`src/rtl/clock_pkg.sv`:
```
// Purpose: shared types and constants for the hh:mm:ss timekeeping datapath
//          and its set controller.
// Contents: TIME_W, MAX_HOURS, MAX_MINUTES, state_e, and small helpers
//           for wrap-around increment, range-checked capture and
//           edit-state decode.
package clock_pkg;

  localparam int unsigned TIME_W = 6;

  localparam logic [TIME_W-1:0] MAX_HOURS   = 6'd23;
  localparam logic [TIME_W-1:0] MAX_MINUTES = 6'd59;

  typedef enum logic [1:0] {
    RUN     = 2'd0,
    SET_HR  = 2'd1,
    SET_MIN = 2'd2,
    COMMIT  = 2'd3
  } state_e;

  // Increment with wrap to zero after the field maximum.
  function automatic logic [TIME_W-1:0] wrap_inc(input logic [TIME_W-1:0] v,
                                                 input logic [TIME_W-1:0] lim);
    return (v == lim) ? '0 : v + TIME_W'(1);
  endfunction

  // Values outside the legal field range are captured as zero.
  function automatic logic [TIME_W-1:0] capture(input logic [TIME_W-1:0] v,
                                                input logic [TIME_W-1:0] lim);
    return (v > lim) ? '0 : v;
  endfunction

  function automatic logic is_edit(input state_e s);
    return (s == SET_HR) || (s == SET_MIN);
  endfunction

endpackage

```
`src/rtl/button_sync_edge.sv`:
```
// Purpose: synchronize one asynchronous (already debounced) button and
//          produce a single-cycle pulse on its rising edge.
// Ports:
//   clk      in  system clock
//   reset    in  asynchronous, active-high
//   btn_i    in  raw button level
//   rise_c_o out one-cycle pulse, combinational from registered state,
//                valid SYNC_STAGES+1 clock edges after btn_i rises
module button_sync_edge #(
  parameter int unsigned SYNC_STAGES = 2
) (
  input  logic clk,
  input  logic reset,
  input  logic btn_i,
  output logic rise_c_o
);

  logic [SYNC_STAGES-1:0] sync_q;
  logic                   prev_q;

  // Synchronizer chain plus one delay flop for edge detection.
  always_ff @(posedge clk or posedge reset) begin
    if (reset) begin
      sync_q <= '0;
      prev_q <= 1'b0;
    end else begin
      sync_q <= {sync_q[SYNC_STAGES-2:0], btn_i};
      prev_q <= sync_q[SYNC_STAGES-1];
    end
  end

  // A held button produces exactly one pulse.
  assign rise_c_o = sync_q[SYNC_STAGES-1] & ~prev_q;

endmodule

```
`src/rtl/clock_set_controller.sv`:
```
// Purpose: sequencer for the hh:mm:ss datapath. Generates the 1 Hz advance
//          enable and runs the two-button time-set state machine; freezes
//          timekeeping while editing and issues a one-cycle load on confirm.
// Ports:
//   clk, reset              system clock, async active-high reset
//   btn_mode, btn_inc       raw debounced buttons
//   cur_hours, cur_minutes  live time from the datapath
//   tick_1hz                one-cycle advance pulse (RUN only)
//   run_en                  1 while the datapath may count
//   load                    one-cycle parallel-load strobe
//   load_hours/minutes      edit registers, qualified by load
//   mode                    current state (RUN/SET_HR/SET_MIN/COMMIT)
//   blink                   blink for the field under edit, 0 otherwise
module clock_set_controller
  import clock_pkg::*;
#(
  parameter int unsigned TICK_DIV    = 50_000_000,
  parameter int unsigned SYNC_STAGES = 2,
  parameter int unsigned BLINK_DIV   = 12_500_000
) (
  input  logic              clk,
  input  logic              reset,
  input  logic              btn_mode,
  input  logic              btn_inc,
  input  logic [TIME_W-1:0] cur_hours,
  input  logic [TIME_W-1:0] cur_minutes,
  output logic              tick_1hz,
  output logic              run_en,
  output logic              load,
  output logic [TIME_W-1:0] load_hours,
  output logic [TIME_W-1:0] load_minutes,
  output logic [1:0]        mode,
  output logic              blink
);

  localparam int unsigned PRE_W = (TICK_DIV > 1) ? $clog2(TICK_DIV) : 1;
  localparam int unsigned BLK_W = (BLINK_DIV > 1) ? $clog2(BLINK_DIV) : 1;
  localparam logic [PRE_W-1:0] PRE_MAX = PRE_W'(TICK_DIV - 1);
  localparam logic [BLK_W-1:0] BLK_MAX = BLK_W'(BLINK_DIV - 1);

  logic mode_rise;
  logic inc_rise;

  state_e            state_q, state_d;
  logic [TIME_W-1:0] edit_h_q, edit_h_d;
  logic [TIME_W-1:0] edit_m_q, edit_m_d;
  logic [PRE_W-1:0]  pre_q, pre_d;
  logic [BLK_W-1:0]  blk_q, blk_d;
  logic              blink_q, blink_d;
  logic              tick_q, tick_d;
  logic              run_en_q, run_en_d;
  logic              load_q, load_d;

  button_sync_edge #(.SYNC_STAGES(SYNC_STAGES)) u_sync_mode (
    .clk      (clk),
    .reset    (reset),
    .btn_i    (btn_mode),
    .rise_c_o (mode_rise)
  );

  button_sync_edge #(.SYNC_STAGES(SYNC_STAGES)) u_sync_inc (
    .clk      (clk),
    .reset    (reset),
    .btn_i    (btn_inc),
    .rise_c_o (inc_rise)
  );

  // State register.
  always_ff @(posedge clk or posedge reset) begin
    if (reset) state_q <= RUN;
    else       state_q <= state_d;
  end

  // Next-state logic: mode edges advance, COMMIT lasts one cycle.
  always_comb begin
    state_d = state_q;
    case (state_q)
      RUN:     if (mode_rise) state_d = SET_HR;
      SET_HR:  if (mode_rise) state_d = SET_MIN;
      SET_MIN: if (mode_rise) state_d = COMMIT;
      COMMIT:  state_d = RUN;
      default: state_d = RUN;
    endcase
  end

  // Output / datapath next values.
  always_comb begin
    edit_h_d = edit_h_q;
    edit_m_d = edit_m_q;
    pre_d    = '0;
    tick_d   = 1'b0;
    blk_d    = '0;
    blink_d  = 1'b0;
    run_en_d = (state_d == RUN);
    load_d   = (state_d == COMMIT);

    // mode wins over a simultaneous inc edge
    case (state_q)
      RUN: begin
        if (mode_rise) begin
          edit_h_d = capture(cur_hours, MAX_HOURS);
          edit_m_d = capture(cur_minutes, MAX_MINUTES);
        end
      end
      SET_HR:  if (inc_rise && !mode_rise) edit_h_d = wrap_inc(edit_h_q, MAX_HOURS);
      SET_MIN: if (inc_rise && !mode_rise) edit_m_d = wrap_inc(edit_m_q, MAX_MINUTES);
      default: ;
    endcase

    // Prescaler restarts at 0 on every entry into RUN, so the first tick is a full period away.
    if ((state_q == RUN) && (state_d == RUN)) begin
      pre_d  = (pre_q == PRE_MAX) ? '0 : pre_q + PRE_W'(1);
      tick_d = (pre_d == PRE_MAX);
    end

    // Blink counter runs continuously across SET_HR and SET_MIN.
    if (is_edit(state_q) && is_edit(state_d)) begin
      if (blk_q == BLK_MAX) begin
        blk_d   = '0;
        blink_d = ~blink_q;
      end else begin
        blk_d   = blk_q + BLK_W'(1);
        blink_d = blink_q;
      end
    end
  end

  // Datapath and output registers.
  always_ff @(posedge clk or posedge reset) begin
    if (reset) begin
      edit_h_q <= '0;
      edit_m_q <= '0;
      pre_q    <= '0;
      tick_q   <= 1'b0;
      blk_q    <= '0;
      blink_q  <= 1'b0;
      run_en_q <= 1'b0;
      load_q   <= 1'b0;
    end else begin
      edit_h_q <= edit_h_d;
      edit_m_q <= edit_m_d;
      pre_q    <= pre_d;
      tick_q   <= tick_d;
      blk_q    <= blk_d;
      blink_q  <= blink_d;
      run_en_q <= run_en_d;
      load_q   <= load_d;
    end
  end

  assign tick_1hz     = tick_q;
  assign run_en       = run_en_q;
  assign load         = load_q;
  assign load_hours   = edit_h_q;
  assign load_minutes = edit_m_q;
  assign mode         = state_q;
  assign blink        = blink_q;

endmodule

```
`config.mk`:
```
export PLATFORM = sky130hd
export DESIGN_NAME = clock_set_controller
export DESIGN_NICKNAME = d
export VERILOG_FILES = /design/src/rtl/clock_pkg.sv /design/src/rtl/button_sync_edge.sv /design/src/rtl/clock_set_controller.sv
export SDC_FILE = /design/constraint.sdc
export NUM_CORES = 1
export LEC_CHECK = 0
export CAP_MARGIN = 5
export CORE_ASPECT_RATIO = 1.25
export CORE_MARGIN = 3
export CORE_UTILIZATION = 60
export CTS_BUF_LIST = sky130_fd_sc_hd__clkbuf_8
export DETAILED_ROUTE_END_ITERATION = 10
export PLACE_DENSITY = 0.92
export SKIP_CTS_REPAIR_TIMING = 1
export SLEW_MARGIN = 20
export SYNTH_ARGS = -nofsm -noshare
export SYNTH_HDL_FRONTEND = slang
export SYNTH_SLANG_ARGS = --single-unit
```
`constraint.sdc`:
```
create_clock -name clk -period 3.2 [get_ports clk]
set_input_delay 0.48 -clock clk [delete_from_list [all_inputs] [get_ports clk]]
set_output_delay 0.48 -clock clk [all_outputs]
set_load 0.01 [all_outputs]
```
# Word-level counts from Yosys, hierarchy flattened
# Index checks and enable logic that the tools add are counted.
# op_classes
order_cmp,2
reduce_logical,12
eq_ne,15
addsub,4
bitwise_logic,5
mux,21
# op_table
operator,count
$eq A26 B26 Y1 const B,2
$mux W26,2
$mux W24,2
$mux W6,8
$add A26 B1 Y26 const B,1
$add A24 B1 Y24 const B,1
$eq A24 B24 Y1 const B,1
$pmux W6 S2,2
$add A6 B1 Y6 const B,2
$eq A2 B2 Y1 const B,4
$pmux W2 S4,1
$eq A6 B5 Y1 const B,1
$eq A6 B6 Y1 const B,1
$gt A6 B5 Y1 const B,1
$gt A6 B6 Y1 const B,1
$mux W2,3
$ne A2 B2 Y1 const B,3
$reduce_and A3 Y1,2
$eq A2 B1 Y1 const B,2
$logic_not A2 Y1,2
$reduce_bool A2 Y1,2
$logic_and A1 B1 Y1,3
$mux W1,3
$not A1 Y1,3
other kinds (4),6
# word_totals
register_bits,74
output_inout_bits,18
elab_cells,72

# Depth between registers and ports, before layout
# depth
word_depth,8
mapped_depth,12

# Modules after synthesis
# From an unflattened synthesis, not the netlist that was laid out.
# unflattened
hier_cells,433
hier_area_um2,4008.8
# by_module_without_submodules
module,area_each_um2,seq_area_each_um2,cells_per_inst,instances
clock_set_controller,3823.7,1701.6,423,1
button_sync_edge,92.6,75.1,5,2

# Worst setup path before layout
# OpenSTA, ideal clock, no wires.
# synth_path
kind,register to register
from,register state_q[1] (netlist: mode[1])
to,register tick_q (netlist: tick_1hz)
arrival_time_ns,2.371
synth_period_minus_slack_ns,2.466
path_slack_ns,0.734
required_ns,3.104
path_buffers,1
stages_incl_launch_ff,13
cell_sequence,dfrtp_1 inv_1 ha_1 clkbuf_1 nor2b_1 o32ai_1 ha_1 nand2_1 nor2_1 nand4_1 nor3_1 o2111ai_1 nor4_2
# synth_via
elab_chain_cells,5
elab_cells_between_ends,11
# synth_lines
element,line,rtl
from (decl),clock_set_controller.sv:44,"state_e state_q, state_d;"
from (signal assigned),clock_set_controller.sv:71,else state_q <= state_d;
$eq A2 B2 Y1 (tied with other cells),clock_set_controller.sv:77,case (state_q)
$pmux W2 S4 *,clock_set_controller.sv:77,
$logic_not A2 Y1 *,n/a,
named net run_en_d,clock_set_controller.sv:51,"logic run_en_q, run_en_d;"
$logic_and A1 B1 Y1 *,clock_set_controller.sv:111,if ((state_q == RUN) && (state_d == RUN)) begin
$mux W1 *,clock_set_controller.sv:111,
named net tick_d,clock_set_controller.sv:50,"logic tick_q, tick_d;"
to (signal assigned),clock_set_controller.sv:143,tick_q <= tick_d;
to (decl),clock_set_controller.sv:50,
# Mark *: on every way through the listed nets, which the timed path passes. The rest lies on a longest branch.
# A chain may end at the register's enable or synchronous reset.

# Worst setup path after layout
# Same ends and word-level chain as after synthesis.

==> summary.md <==
| Metric | Value |
|---|---|
| Pwr Density | 612.4 nW/µm² |
| Critical path arrival | 3.17 ns |
| N_diodes | 0 |
| Largest net degree at the start of global routing | 29 |
| Yosys warns | 0 |
| CTS Buf Count | 9 |
| Setup CP Type | reg2reg |
| Post-synth ARST share | 100.0% |
| Port Buffers | 33 |
| Max-capacitance violation count | 0 |
| DRC errors left | 0 |
| Vias in the first global route | 3165 |
| Worst setup SP type | flop |
| Clock Path Buffers | 2 |
| Initial DRC count | 257 |
| Initial Utilization | 62.76% |
| Setup ws final | 0.2937 ns |
| Final Wtd Congestion | 0.8575 |
| WL/cell | 15.96 µm |
| GRT Overall Usage | 24.00% |
| RSZ-0062 raised after global routing | false |
| Fillers | 464 |
| HP Class | reg2reg |
| Run status | complete, no violations |
| Final Max Slew Viols | 0 |
| Placed cell areas | 4323 µm² |
| Leak Pwr | 1.842 nW |
| Main synth FF type | dfrtp_1 |
| Worst Path Max Fanout | 12 |
| Drt pass-1 iters | 5 |
| Critical Path RT | 3.47 ns |
| Final setup viols | 0 |
| #FFs+latches synth | 74 |
| Vias | 3216 |
| Drt total wl | 8554 µm |
| Synth Area in Simple Gates | 27.94% |
| Horiz. Die Dim | 78.53 µm |
| # IOs | 34 |
| Flop-to-flop setup slack | 0.29 ns |
| Layout cells sized above 1 | 9.534% |
| Setup tns final | 0 ns |
| Synthesized area per cell | 9.529 µm² |
| Hold Vio Cnt, Final | 0 |
| Drt via density | 6.000 |
| CTS root buf | clkbuf_8 |
| Core area | 6286 µm² |
| Pre-CTS WS | 0.5414 ns |
| Number of synthesized flops with an enable pin | 0 |
| Nets | 471 |
| Clk Latency, worst-skew pair | 0.35 ns |
| Initial antenna violation count | 0 |
| Mapped Cells | 414 |
| CTS tree | yes |
| Least-Margin Pin Slew | 0.6871 ns |
| Fmax | 344.1 MHz |
| Post-synthesis compound-gate area fraction | 7.707% |
| Clk_skew | 0.01052 ns |
| Post-route ant nets | 0 |
| Area grow syn2layout | 15.29% |
| DIE AREA | 7590 µm² |
| Synth Net Count | 439 |
| CP Capture Type | flop |
| Clk pin slew, worst setup/hold paths | 0.08 ns |
| Fin area | 4548 µm² |
| Hpwl dp | 5850 µm |
| Clk sinks | 74 |
| Register area share after synthesis | 46.94% |
| Num rows | 32 |
| Post-Syn Area | 3945 µm² |
| Overall power | 0.002785 W |
| Largest family of logic cells by synthesized area | simple AND/OR/NAND/NOR gates |
| Min cycle time layout | 2.906 ns |
| Relative slew slack | 54.20% |
| Synth unique cells | 57 |
| Chip Height | 96.66 µm |
| XOR/XNOR Fraction of Synth Area | 10.21% |
| Final period util | 90.82% |
| Overflow after GRT | 0 |
| First-pass GRT wire length | 14690 µm |
| Fraction of the mapped netlist area in adder cells | 2.854% |
| CTS H-tree depth | 3 |
| Multiplexer share of the synthesized area | 1.142% |
| WHS | 0.3632 ns |
| Worst vdd ir | 0.4087 mV |
## metrics by stage
step,utilization [%],std cells
2_1_floorplan,-,414
3_5_place_dp,68.77,520
4_1_cts,72.35,536
6_report,72.35,536
3_3_place_gp,68.77,520
5_1_grt,72.35,536
## synth_stat cells (2+ instances only)
cell type / number / share of area [%]
a22oi_1: 2 / 0.38
nor2_1: 69 / 6.6
nand3_2: 2 / 0.51
nor4_4: 2 / 1.1
nor4b_1: 4 / 0.89
and3_1: 9 / 1.4
nor3b_1: 7 / 1.3
nor2b_1: 7 / 1.1
ha_1: 9 / 2.9
a21oi_1: 11 / 1.4
nor3_1: 6 / 0.76
dfrtp_1: 74 / 47
clkbuf_1: 6 / 0.57
nand3_1: 24 / 3.0
mux2_2: 3 / 0.86
nand4_1: 15 / 2.4
and3_2: 2 / 0.38
a31oi_1: 3 / 0.48
nor3_2: 2 / 0.51
nand2_1: 32 / 3.0
or3_1: 2 / 0.32
xnor2_1: 21 / 4.7
nand4b_1: 2 / 0.44
xor2_1: 25 / 5.6
buf_4: 4 / 0.76
nor4_1: 3 / 0.48
or2_2: 2 / 0.32
buf_2: 5 / 0.63
inv_1: 10 / 0.95
o21ai_0: 24 / 3.0
## state kept, by name, summed over array words and instances (netlist names)
| register | count |
|---|---|
| pre_q | 26 |
| blk_q | 24 |
| load_hours | 6 |
| load_minutes | 6 |
| mode | 2 |
| u_sync_inc.sync_q | 2 |
| u_sync_mode.sync_q | 2 |
| blink | 1 |
| load | 1 |
| run_en | 1 |
| tick_1hz | 1 |
| u_sync_inc.prev_q | 1 |
| u_sync_mode.prev_q | 1 |
## cell type report
class	count	area (µm²)	area share [%]
flip-flops and latches	74	1852	40.72
repair buffers	37	360.3	7.923
well taps	85	106.4	2.338
multi-input cells	314	1967	43.25
inverters	10	37.54	0.8253
clock buffers	9	123.9	2.724
clock inverters	7	101.3	2.228
## critical path: stages (launching register included)
cell	delay, ns
dfrtp_1	0.41
inv_1	0.09
ha_1	0.30
nor2b_1	0.18
o32ai_1	0.37
ha_1	0.24
nand2_1	0.14
nor2_1	0.21
nand4_1	0.12
nor3_1	0.26
o2111ai_1	0.22
nor4_2	0.29
## cell usage in the layout (no fill, tap or decap), types with 2 or more instances in the layout
cell type         n
buf_4             4
nand4_1          15
a21oi_1          11
a22oi_1           2
nor2b_1           7
nor3b_1           7
nor2_1           69
and3_2            2
xor2_1           25
bufinv_16         2
ha_1              9
clkinvlp_4        2
clkbuf_8          9
nand3_1          24
nand4b_1          2
clkdlybuf4s50_1  33
inv_6             2
nor4_4            2
nor4b_1           4
nand3_2           2
xnor2_1          21
or2_2             2
inv_1             9
a31oi_1           3
o21ai_0          24
nor3_2            2
and3_1            9
mux2_2            3
nor4_1            3
or3_1             2
nand2_1          32
dfrtp_1          74
nor3_1            6
## path summary, 6_finish.rpt
path                                       from                    to  depth (start not counted)
max in group asynchronous                 reset             pre_q[14]                          3
hold reg to reg            u_sync_inc.sync_q[0]  u_sync_inc.sync_q[1]                          0
min in group asynchronous                 reset                  load                          2
setup reg to reg                        mode[1]              tick_1hz                         11
hold / removal             u_sync_inc.sync_q[0]  u_sync_inc.sync_q[1]                          0
setup / recovery                        mode[1]              tick_1hz                         11
## layer usage
metal	routed length, µm	global-route usage (%)
met5	0	0
met4	223	9.152
met3	394	5.121
met2	4445	40.61
met1	3491	29.82
## power by group
group,switching (W),internal (W),total (W)
clock,0.000368,0.000445,0.000813
combinational,0.000471,0.000336,0.000807
sequential,0.000123,0.00104,0.00117
## logic make-up (layout without fill, tap and decap cells)
logic type | Yosys count | count (layout)
xor gates and xnor gates | 46 | 46
adders and majority gates | 9 | 9
DFF | 74 | 74
AOI/OAI and AO/OA | 52 | 52
and+or+nand+nor | 203 | 203
buffers and inverters | 26 | 63
muxes | 4 | 4
No activity file was read; power rests on OpenSTA's default activity.
==> patch (same flow settings) <==
Register the inputs `btn_mode`, `btn_inc`, `cur_hours` and `cur_minutes` before use. The logic sees them one clock later.
--- a/src/rtl/clock_set_controller.sv
+++ b/src/rtl/clock_set_controller.sv
@@ -38,6 +38,18 @@
   localparam logic [PRE_W-1:0] PRE_MAX = PRE_W'(TICK_DIV - 1);
   localparam logic [BLK_W-1:0] BLK_MAX = BLK_W'(BLINK_DIV - 1);
 
+  logic btn_mode_q;
+  logic btn_inc_q;
+  logic [TIME_W-1:0] cur_hours_q;
+  logic [TIME_W-1:0] cur_minutes_q;
+
+  always_ff @(posedge clk) begin
+    btn_mode_q    <= btn_mode;
+    btn_inc_q     <= btn_inc;
+    cur_hours_q   <= cur_hours;
+    cur_minutes_q <= cur_minutes;
+  end
+
   logic mode_rise;
   logic inc_rise;
 
@@ -54,14 +66,14 @@
   button_sync_edge #(.SYNC_STAGES(SYNC_STAGES)) u_sync_mode (
     .clk      (clk),
     .reset    (reset),
-    .btn_i    (btn_mode),
+    .btn_i    (btn_mode_q),
     .rise_c_o (mode_rise)
   );
 
   button_sync_edge #(.SYNC_STAGES(SYNC_STAGES)) u_sync_inc (
     .clk      (clk),
     .reset    (reset),
-    .btn_i    (btn_inc),
+    .btn_i    (btn_inc_q),
     .rise_c_o (inc_rise)
   );
 
@@ -98,8 +110,8 @@
     case (state_q)
       RUN: begin
         if (mode_rise) begin
-          edit_h_d = capture(cur_hours, MAX_HOURS);
-          edit_m_d = capture(cur_minutes, MAX_MINUTES);
+          edit_h_d = capture(cur_hours_q, MAX_HOURS);
+          edit_m_d = capture(cur_minutes_q, MAX_MINUTES);
         end
       end
       SET_HR:  if (inc_rise && !mode_rise) edit_h_d = wrap_inc(edit_h_q, MAX_HOURS);
Formal check against the unedited RTL: not equivalent (Yosys sat finds a counterexample within 4 cycles, from zero or initial values and one cycle with reset high).
==> patch against the unedited design <==
- combinational power grew 2%
- cell area grew 5.7%
- die area grew 5.6%
- highest routed layer unchanged
- area after synthesis grew 6.0%
- sequential cell count grew 14
- non-clock buffer count shrank 1
- setup slack gained 0.076 ns
- power grew 8.7%
- wire length grew 3.4%
==> patch: results (changes against the unedited design) <==
outcome = finished clean
CP startpoint = mode[0]
largest net degree at the start of global routing = 75 (+160%)
Hold Slack = 0.335 ns (-0.0279 ns)
DR iter-0 viols = 373 (+45%)
top area cells in the synthesized netlist = dfrtp_1, dfxtp_1, nor2_1
Post-Synthesis Net Count = 447 (+1.8%)
FILL cells = 414 (-11%)
WHS Path Cells = 0 (unchanged)
WL final = 8.84 mm (+3.4%)
skew final = 0.0149 ns (+0.00436 ns)
Yosys cell types = 54 (-5.3%)
Worst R2R Path Depth = 11 (unchanged)
Peak VDD IR = 0.527 mV (+29%)
setup slack after placement = 0.523 ns (-0.0185 ns)
Synth warnings = 0 (unchanged)
Worst-Skew Late Latency = 0.36 ns
final std cells w/o fill = 550 (+2.6%)
Placer Congestion = 0.951 (+11%)
share of layout cells above drive strength 1 = 8.21% (-1.3 points)
crit path DAT = 3.08 ns (-0.09 ns)
CTS Buffer Depth = 2 (unchanged)
n_diodes = 0 (unchanged)
Tot GR Track Use = 24.4% (+0.36 points)
FF-to-FF setup slack = 0.37 ns (+0.08 ns)
Vias/cell = 5.84 (-2.6%)
nets@finish = 483 (+2.5%)
# H-tree levels = 3 (unchanged)
Worst Path Max Fanout = 12 (unchanged)
CTS Buf Count = 9 (unchanged)
synth cell count leaders = dfrtp_1, nor2_1, nand2_1
largest registers = pre_q: 26 flops, blk_q: 24 flops
TritonRoute pass-1 iters = 5 (unchanged)
Min-Delay Startpoint = btn_mode_q
post-placement cell count = 534 (+2.7%)
Mapped Cells = 422 (+1.9%)
Hold Crit Endpoint = u_sync_mode.sync_q[0]
dpl hpwl = 5.97 mm (+2.1%)
PortBufs = 33 (unchanged)
first-pass GRT wire length = 15.0 mm (+2.0%)
max_slew headroom = 39.9% (-14 points)
LEAKAGE = 1.98 nW (+7.6%)
vias in the first global route = 3,118 (-1.5%)
Clock Tree Root = clkbuf_8
CP endpoint = tick_1hz
final setup margin = 0.370 ns (+0.0760 ns)
placed cell area = 4580 sq um (+6.0%)
Async S/R FF share, synth = 84.1% (-16 points)
Clock transition at path regs = 0.09 ns
Seq/Total Area, Yosys = 51.0% (+4.0 points)
Top FF cell, synth = dfrtp_1
worst hold path class = reg -> reg
==> patch: cell types whose count changed after synthesis, moves of 3 or more <==
cell	change
nand4_1	-7
and4_1	+3
nor3_1	+6
nor3b_1	-5
nand2_1	+5
buf_4	-4
dfxtp_1	+14
nor2b_1	-4
==> patch: layout make-up <==
| cell class | instances | area, sq um | share of cell area (%) |
|---|---|---|---|
| Clock inverter | 5 | 72.6 | 1.51 |
| Clock buffer | 11 | 151 | 3.15 |
| Timing Repair Buffer | 36 | 353 | 7.34 |
| Inverter | 10 | 37.5 | 0.781 |
| Tap cell | 87 | 109 | 2.26 |
| Multi-Input combinational cell | 313 | 1950 | 40.6 |
| Sequential cell | 88 | 2130 | 44.4 |
==> patch: cell families after synthesis <==
kind of cell               after synthesis  share of synthesized area [%]
AOI/OAI and AO/OA                       50                           7.09
and+or+nand+nor                        205                           26.5
muxes                                    3                          0.778
DFF                                     88                           51.0
xor gates and xnor gates                46                           9.63
buffers and inverters                   21                           2.36
adders and majority gates                9                           2.69
==> patch: per-layer routing <==
metal	share of wire, %	up-vias	global-route usage [%]
met5	0	-	0
met4	2.9	0	10.4
met3	5.1	23	6.25
met2	52	105	40.4
met1	40	1547	29.9
li1	-	1539	-
==> patch: power breakdown <==
part / switching [W] / total, W / internal (W)
combinational: 0.000490 / 0.000822 / 0.000332
sequential: 0.000121 / 0.00134 / 0.00122
clock: 0.000385 / 0.000861 / 0.000476
total: 0.000996 / 0.00303 / 0.00203
==> patch: critical path, stage by stage (launching register included) <==
cell	delay, ns
dfrtp_1	0.39
inv_1	0.08
ha_1	0.34
nor2_1	0.15
nor2_1	0.05
o21ai_0	0.29
ha_1	0.26
nand2_1	0.17
a31o_2	0.28
nor4b_2	0.25
nand4b_1	0.15
a2111oi_2	0.32
